File: src/rtl/serdes_noise_inject.sv
// serdes_noise_inject: channel-impairment block between SERDES tx and rx.
// Injects LFSR-driven sync-header and data-bit errors and keeps error statistics.
//
// Ports:
//   clk, rst          single clock, synchronous active-high reset
//   in_data, in_hdr   block and sync header from the transmit side
//   cfg_enable        0 = registered pass-through, LFSR and stats frozen
//   cfg_mode          0 off, 1 random hdr, 2 random data bit, 3 hdr burst
//   cfg_threshold     event fires when lfsr <= threshold
//   cfg_burst_len     blocks per burst in mode 3 (0 behaves as 1)
//   cfg_block_limit   blocks to process before done (0 = unlimited)
//   cfg_seed_load     reload the LFSR with LFSR_SEED on the next edge
//   out_data, out_hdr block and header towards the receive side (1 cycle latency)
//   inject_hdr/data   flags for the block currently on out_*
//   stat_*            saturating block / header-error / data-error counters
//   done              block limit reached
module serdes_noise_inject #(
    parameter int          DATA_WIDTH  = 64,
    parameter logic [31:0] LFSR_SEED   = 32'h1234_5678,
    parameter int          CNT_WIDTH   = 32,
    parameter int          BURST_WIDTH = 16
) (
    input  logic                   clk,
    input  logic                   rst,
    input  logic [DATA_WIDTH-1:0]  in_data,
    input  logic [1:0]             in_hdr,
    input  logic                   cfg_enable,
    input  logic [1:0]             cfg_mode,
    input  logic [31:0]            cfg_threshold,
    input  logic [BURST_WIDTH-1:0] cfg_burst_len,
    input  logic [CNT_WIDTH-1:0]   cfg_block_limit,
    input  logic                   cfg_seed_load,
    output logic [DATA_WIDTH-1:0]  out_data,
    output logic [1:0]             out_hdr,
    output logic                   inject_hdr,
    output logic                   inject_data,
    output logic [CNT_WIDTH-1:0]   stat_blocks,
    output logic [CNT_WIDTH-1:0]   stat_hdr_err,
    output logic [CNT_WIDTH-1:0]   stat_data_err,
    output logic                   done
);

    localparam int IDX_W = $clog2(DATA_WIDTH);
    // Taps of x^32+x^22+x^2+x+1 below bit 31; bit 31 comes from the rotate.
    localparam logic [31:0] LOW_TAPS = 32'h0020_0003;
    localparam logic [BURST_WIDTH-1:0] ONE_B = {{(BURST_WIDTH-1){1'b0}}, 1'b1};
    localparam logic [CNT_WIDTH:0] ONE_C = {{CNT_WIDTH{1'b0}}, 1'b1};
    localparam logic [CNT_WIDTH-1:0] CNT_MAX = '1;

    typedef enum logic [1:0] {
        IDLE  = 2'd0,
        BURST = 2'd1,
        DONE  = 2'd2
    } state_t;

    state_t                 state_q, state_d;
    logic [31:0]            lfsr_q, lfsr_d, lfsr_step;
    logic [BURST_WIDTH-1:0] rem_q, rem_d;
    logic                   active, ev, limit_hit;
    logic                   hdr_hit, bit_hit;
    logic [CNT_WIDTH:0]     blocks_inc;
    logic [IDX_W-1:0]       flip_idx;
    logic [DATA_WIDTH-1:0]  data_d;
    logic [1:0]             hdr_d;

    assign active     = cfg_enable && (state_q != DONE);
    assign ev         = cfg_enable && (lfsr_q <= cfg_threshold);
    assign blocks_inc = {1'b0, stat_blocks} + ONE_C;
    // Compare one bit wider so a saturated counter can never alias the limit.
    assign limit_hit  = (cfg_block_limit != '0) &&
                        (blocks_inc == {1'b0, cfg_block_limit});
    assign flip_idx   = lfsr_q[31 -: IDX_W];

    // Right-shifting Galois step: feedback bit rotates into bit 31.
    assign lfsr_step = {lfsr_q[0], lfsr_q[31:1]} ^ ({32{lfsr_q[0]}} & LOW_TAPS);

    always_comb begin
        lfsr_d = lfsr_q;
        if (cfg_seed_load)
            lfsr_d = LFSR_SEED;
        else if (active)
            lfsr_d = lfsr_step;
    end

    // Next-state logic.
    always_comb begin
        state_d = state_q;
        rem_d   = rem_q;
        if (!cfg_enable) begin
            if (state_q == DONE)
                state_d = IDLE;
        end else begin
            unique case (state_q)
                IDLE: begin
                    if (cfg_mode == 2'd3 && ev && cfg_burst_len > ONE_B) begin
                        state_d = BURST;
                        rem_d   = cfg_burst_len - ONE_B;
                    end
                end
                BURST: begin
                    if (cfg_mode == 2'd3) begin
                        rem_d = rem_q - ONE_B;
                        if (rem_q == ONE_B)
                            state_d = IDLE;
                    end else begin
                        state_d = IDLE;
                    end
                end
                DONE: ;
                default: state_d = IDLE;
            endcase
            if (state_q != DONE && limit_hit)
                state_d = DONE;
        end
    end

    // Output decode: which corruption applies to the block being sampled.
    always_comb begin
        hdr_hit = 1'b0;
        bit_hit = 1'b0;
        if (cfg_enable) begin
            unique case (1'b1)
                (state_q == IDLE): begin
                    hdr_hit = ev && (cfg_mode == 2'd1 || cfg_mode == 2'd3);
                    bit_hit = ev && (cfg_mode == 2'd2);
                end
                (state_q == BURST): hdr_hit = (cfg_mode == 2'd3);
                default: ;
            endcase
        end
        data_d = in_data;
        if (bit_hit)
            data_d = in_data ^ ({{(DATA_WIDTH-1){1'b0}}, 1'b1} << flip_idx);
        // Corrupted header is 11 or 00, never a valid sync header.
        hdr_d = hdr_hit ? {2{~in_hdr[0]}} : in_hdr;
    end

    // State, LFSR, outputs and statistics registers.
    always_ff @(posedge clk) begin
        if (rst) begin
            state_q       <= IDLE;
            lfsr_q        <= LFSR_SEED;
            rem_q         <= '0;
            out_data      <= '0;
            out_hdr       <= 2'b00;
            inject_hdr    <= 1'b0;
            inject_data   <= 1'b0;
            stat_blocks   <= '0;
            stat_hdr_err  <= '0;
            stat_data_err <= '0;
        end else begin
            state_q     <= state_d;
            lfsr_q      <= lfsr_d;
            rem_q       <= rem_d;
            out_data    <= data_d;
            out_hdr     <= hdr_d;
            inject_hdr  <= hdr_hit;
            inject_data <= bit_hit;
            if (active && stat_blocks != CNT_MAX)
                stat_blocks <= blocks_inc[CNT_WIDTH-1:0];
            if (hdr_hit && stat_hdr_err != CNT_MAX)
                stat_hdr_err <= stat_hdr_err + ONE_C[CNT_WIDTH-1:0];
            if (bit_hit && stat_data_err != CNT_MAX)
                stat_data_err <= stat_data_err + ONE_C[CNT_WIDTH-1:0];
        end
    end

    assign done = (state_q == DONE);

endmodule

File: config.mk
export PLATFORM = sky130hd
export DESIGN_NAME = serdes_noise_inject
export DESIGN_NICKNAME = d
export VERILOG_FILES = /design/src/rtl/serdes_noise_inject.sv
export SDC_FILE = /design/constraint.sdc
export NUM_CORES = 1
export LEC_CHECK = 0
export BUFFER_PORTS_ARGS = -buffer_cell sky130_fd_sc_hd__buf_4
export CAP_MARGIN = 10
export CELL_PAD_IN_SITES_DETAIL_PLACEMENT = 1
export CELL_PAD_IN_SITES_GLOBAL_PLACEMENT = 1
export CORE_AREA = 2 2 122 242
export CTS_CLUSTER_SIZE = 16
export DETAILED_ROUTE_END_ITERATION = 16
export DIE_AREA = 0 0 124 244
export GPL_TIMING_DRIVEN = 0
export MAX_ROUTING_LAYER = met4
export PLACE_DENSITY_LB_ADDON = 0.2
export SLEW_MARGIN = 10
export SYNTH_ARGS = -nofsm -noshare
export SYNTH_HDL_FRONTEND = slang
export SYNTH_SLANG_ARGS = --single-unit
File: constraint.sdc
create_clock -name clk -period 6.1 [get_ports clk]
set_clock_uncertainty 0.15 [all_clocks]
set_input_delay 0.61 -clock clk [delete_from_list [all_inputs] [get_ports clk]]
set_output_delay 0.61 -clock clk [all_outputs]
set_load 0.01 [all_outputs]
==> run metrics <==
TritonCTS Buffers 22; Leakage Power around 6.0 nW; Core ar. 28300 sq um; kind of critical path reg2reg; reg2reg setup slack between 2 and 2.5 ns; Worst Hold Endpoint out_hdr[1]; DR pass1 iterations 4; Hold Startpoint in_hdr[1]; Reg clk slew, reported paths around 0.07 ns; Post CTS Setup Buffer Count 0; drt wl/cell 21.8 microns; unrepaired setup endpoints after global routing no; dpl hpwl around 37 mm; Yosys reg bits about 210; H-tree depth 1; drt drc 0; most common cell in the synthesized netlist dfxtp_1; DR vias/cell approximately 5.7; I/O pins between 300 and 400; Final period util 0.670; final setup violation count 0; Max Root-Sink Buffers 3; area growth from synthesis to layout 30.0%; syn_area_per_cell 8.08 sq um; post-synth top area share 0.366; peak fanout along the critical path 10; Max Cap Viol 0; most common flop cell mapped by yosys dfxtp_1; Final Non-Filler Cells ~2200; worst-skew pair later-pin latency approximately 0.53 ns; Worst setup EP type flip-flop; TritonCTS clock tree yes; pin count of the biggest net entering global routing 14; Core Util, Final 0.538; Ys Warns 0; fraction of synthesis flops using an asynchronous set or reset pin 0; Final GP Congestion about 0.92; power density cells 213 nW/um^2; DIE AREA just over 30000 sq um; slowest stage delay, CP a little over 0.6 ns; cell taking the most area after synthesis dfxtp_1; Initial Utilization 0.414; Buf/Inv on CP 2; Max-slew headroom 0.234; critical path launch point type flip-flop; reg-to-reg endpoint out_data[61]; Syn Std Cell Area 11700 sq um; sequential fraction of the synthesis area 0.366; run status completed; R2R cell count 11; die height 244 microns; Final nets 1979; gr ovfl total 0; delay-heaviest family, CP simple AND/OR/NAND/NOR gates; Synth Instances 1448; DR iter-0 viols slightly above 500; placed cell count roughly 2100; row count 87; hold path cells 3; r2r startpoint lfsr_q[30]; Root Driver clkbuf_16; Worst Hold Class in2reg; CTS resizes 0; total track usage 0.313; first-pass GRT wire length between 70 and 80 mm; Critical Path, Cell by Cell ha_1 -> nand4_1 -> nor4_1 -> nand3_1 -> o21ai_0 -> nand4_1 -> clkbuf_1 -> clkbuf_1 -> nor3_1 -> xnor2_1 -> nor2_1; Final Hold Viols 0; Synthesized Nets between 1500 and 2000; Final TNS setup 0 ns; Detailed Route WL 47.0 mm; CP Data Arrival Time roughly 4.3 ns; top post-synthesis cells by count dfxtp_1, nor2_1, nand2_1; critical path's slowest cell nor4_1; initial antenna violation count 1; Clock Sink Count approximately 210; antenna-violating nets left 0; share of layout cells above drive strength 1 0.211; worst vdd ir 0.211 mV; fin. max-slew vios 0; via count 12404; Yosys cell types 67; Worst EP required between 6 and 7 ns; port bufs approximately 320; EDFF count, synth 0; chip width roughly 120 microns; hold-fix buffers at CTS 0; fmax between 0.2 and 0.25 GHz; worst slew pin tran around 1.1 ns; Tmin final approximately 4.1 ns; top post-synthesis cells by area dfxtp_1, xnor2_1, nor2_1; vias in the first global route around 13000
## state kept, by name (all words and copies together) (netlist names)
| signal | flops |
|---|---|
| inject_hdr | 1 |
| stat_hdr_err | 32 |
| out_hdr | 2 |
| inject_data | 1 |
| stat_data_err | 32 |
| stat_blocks | 32 |
| out_data | 64 |
| rem_q | 16 |
| lfsr_q | 32 |
| state_q | 2 |
## metal layers
| layer | up-vias | share of wire | GRT usage | wire [microns] |
|---|---|---|---|---|
| li1 | 5767 | - | - | - |
| met1 | 6038 | 0.33 | 0.281 | 15700 |
| met2 | 428 | 0.54 | 0.586 | 25600 |
| met3 | 171 | 0.054 | 0.0581 | 2540 |
| met4 | 0 | 0.068 | 0.190 | 3210 |
| met5 | - | 0 | - | 0 |
## power breakdown
part	internal (mW)	switching, mW	total [mW]
combinational	0.184	0.227	0.410
sequential	1.43	0.0217	1.46
clock	0.768	0.601	1.37
## cell type report
cell class | count | area, sq um
inverters | 58 | 218
clock buffers | 32 | 639
well taps | 356 | 445
clock inverters | 6 | 57.6
flip-flops and latches | 214 | 4280
repair buffers | 315 | 2360
multi-input cells | 1096 | 6880
plain buffers | 80 | 325
diodes | 1 | 2.50
fillers | 3531 | 13100
## worst max path at each step
stage / from / slack (ns) / to / depth (start not counted)
6_report: lfsr_q[30] / 2.01 / out_data[61] / 11
5_1_grt: lfsr_q[30] / 1.82 / out_data[61] / 11
4_1_cts: lfsr_q[30] / 2.04 / out_data[61] / 11
2_1_floorplan: cfg_threshold[7] / 2.85 / stat_data_err[29] / 11
3_5_place_dp: cfg_threshold[7] / 1.70 / out_data[61] / 13
3_3_place_gp: cfg_threshold[7] / 1.78 / out_data[61] / 13
## worst reg2reg max path: stages (launching register included)
cell and delay, ns:
dfxtp_1 0.38, ha_1 0.35, nand4_1 0.18, nor4_1 0.61, nand3_1 0.20, o21ai_0 0.23
nand4_1 0.32, clkbuf_1 0.36, clkbuf_1 0.35, nor3_1 0.61, xnor2_1 0.19, nor2_1 0.05
## per-stage QoR
step / worst slack, ns / power, mW / hold slack [ns] / instance area, sq um
6_report: 2.01 / 3.23 / 0.164 / 15200
5_1_grt: 1.82 / 3.35 / 0.176 / 15200
4_1_cts: 2.04 / 3.26 / 0.158 / 15200
3_5_place_dp: 1.70 / 1.89 / 0.322 / 14500
3_3_place_gp: 1.78 / 1.88 / 0.305 / 14500
2_1_floorplan: 2.85 / 1.68 / 0.295 / 11700
## layout by cell type, fill, tap and decap left out, types with 4 or more instances in the layout
| cell | count |
|---|---|
| buf_4 | 317 |
| dfxtp_1 | 214 |
| nor2_1 | 166 |
| nand2_1 | 106 |
| xnor2_1 | 100 |
| a21oi_1 | 97 |
| clkbuf_1 | 71 |
| o21ai_0 | 69 |
| nand3_1 | 66 |
| inv_1 | 58 |
| xor2_1 | 57 |
| nor3_1 | 52 |
| or3_1 | 50 |
| nand4_1 | 47 |
| ha_1 | 40 |
| mux2i_1 | 32 |
| nor4_1 | 26 |
| or4_1 | 25 |
| clkbuf_16 | 23 |
| nor2b_1 | 21 |
| o31ai_1 | 15 |
| a211oi_1 | 13 |
| and3_1 | 12 |
| and4_1 | 10 |
| mux2_2 | 8 |
| nand2b_1 | 7 |
| buf_2 | 7 |
| and2_1 | 7 |
| nor3b_1 | 6 |
| o22ai_1 | 5 |
| nand3b_1 | 5 |
| buf_1 | 4 |
| o211ai_1 | 4 |
| a31oi_1 | 4 |
| clkinv_2 | 4 |
## kinds of logic after synthesis
kind of cell,Yosys count,share of synthesized area
simple gates,617,0.268
compound gates,240,0.122
flops,214,0.366
xor+xnor,157,0.117
buf+inv,138,0.0464
mux,42,0.0370
fa+ha+maj,40,0.0428
Note: power is estimated with default switching activity, not from simulation.
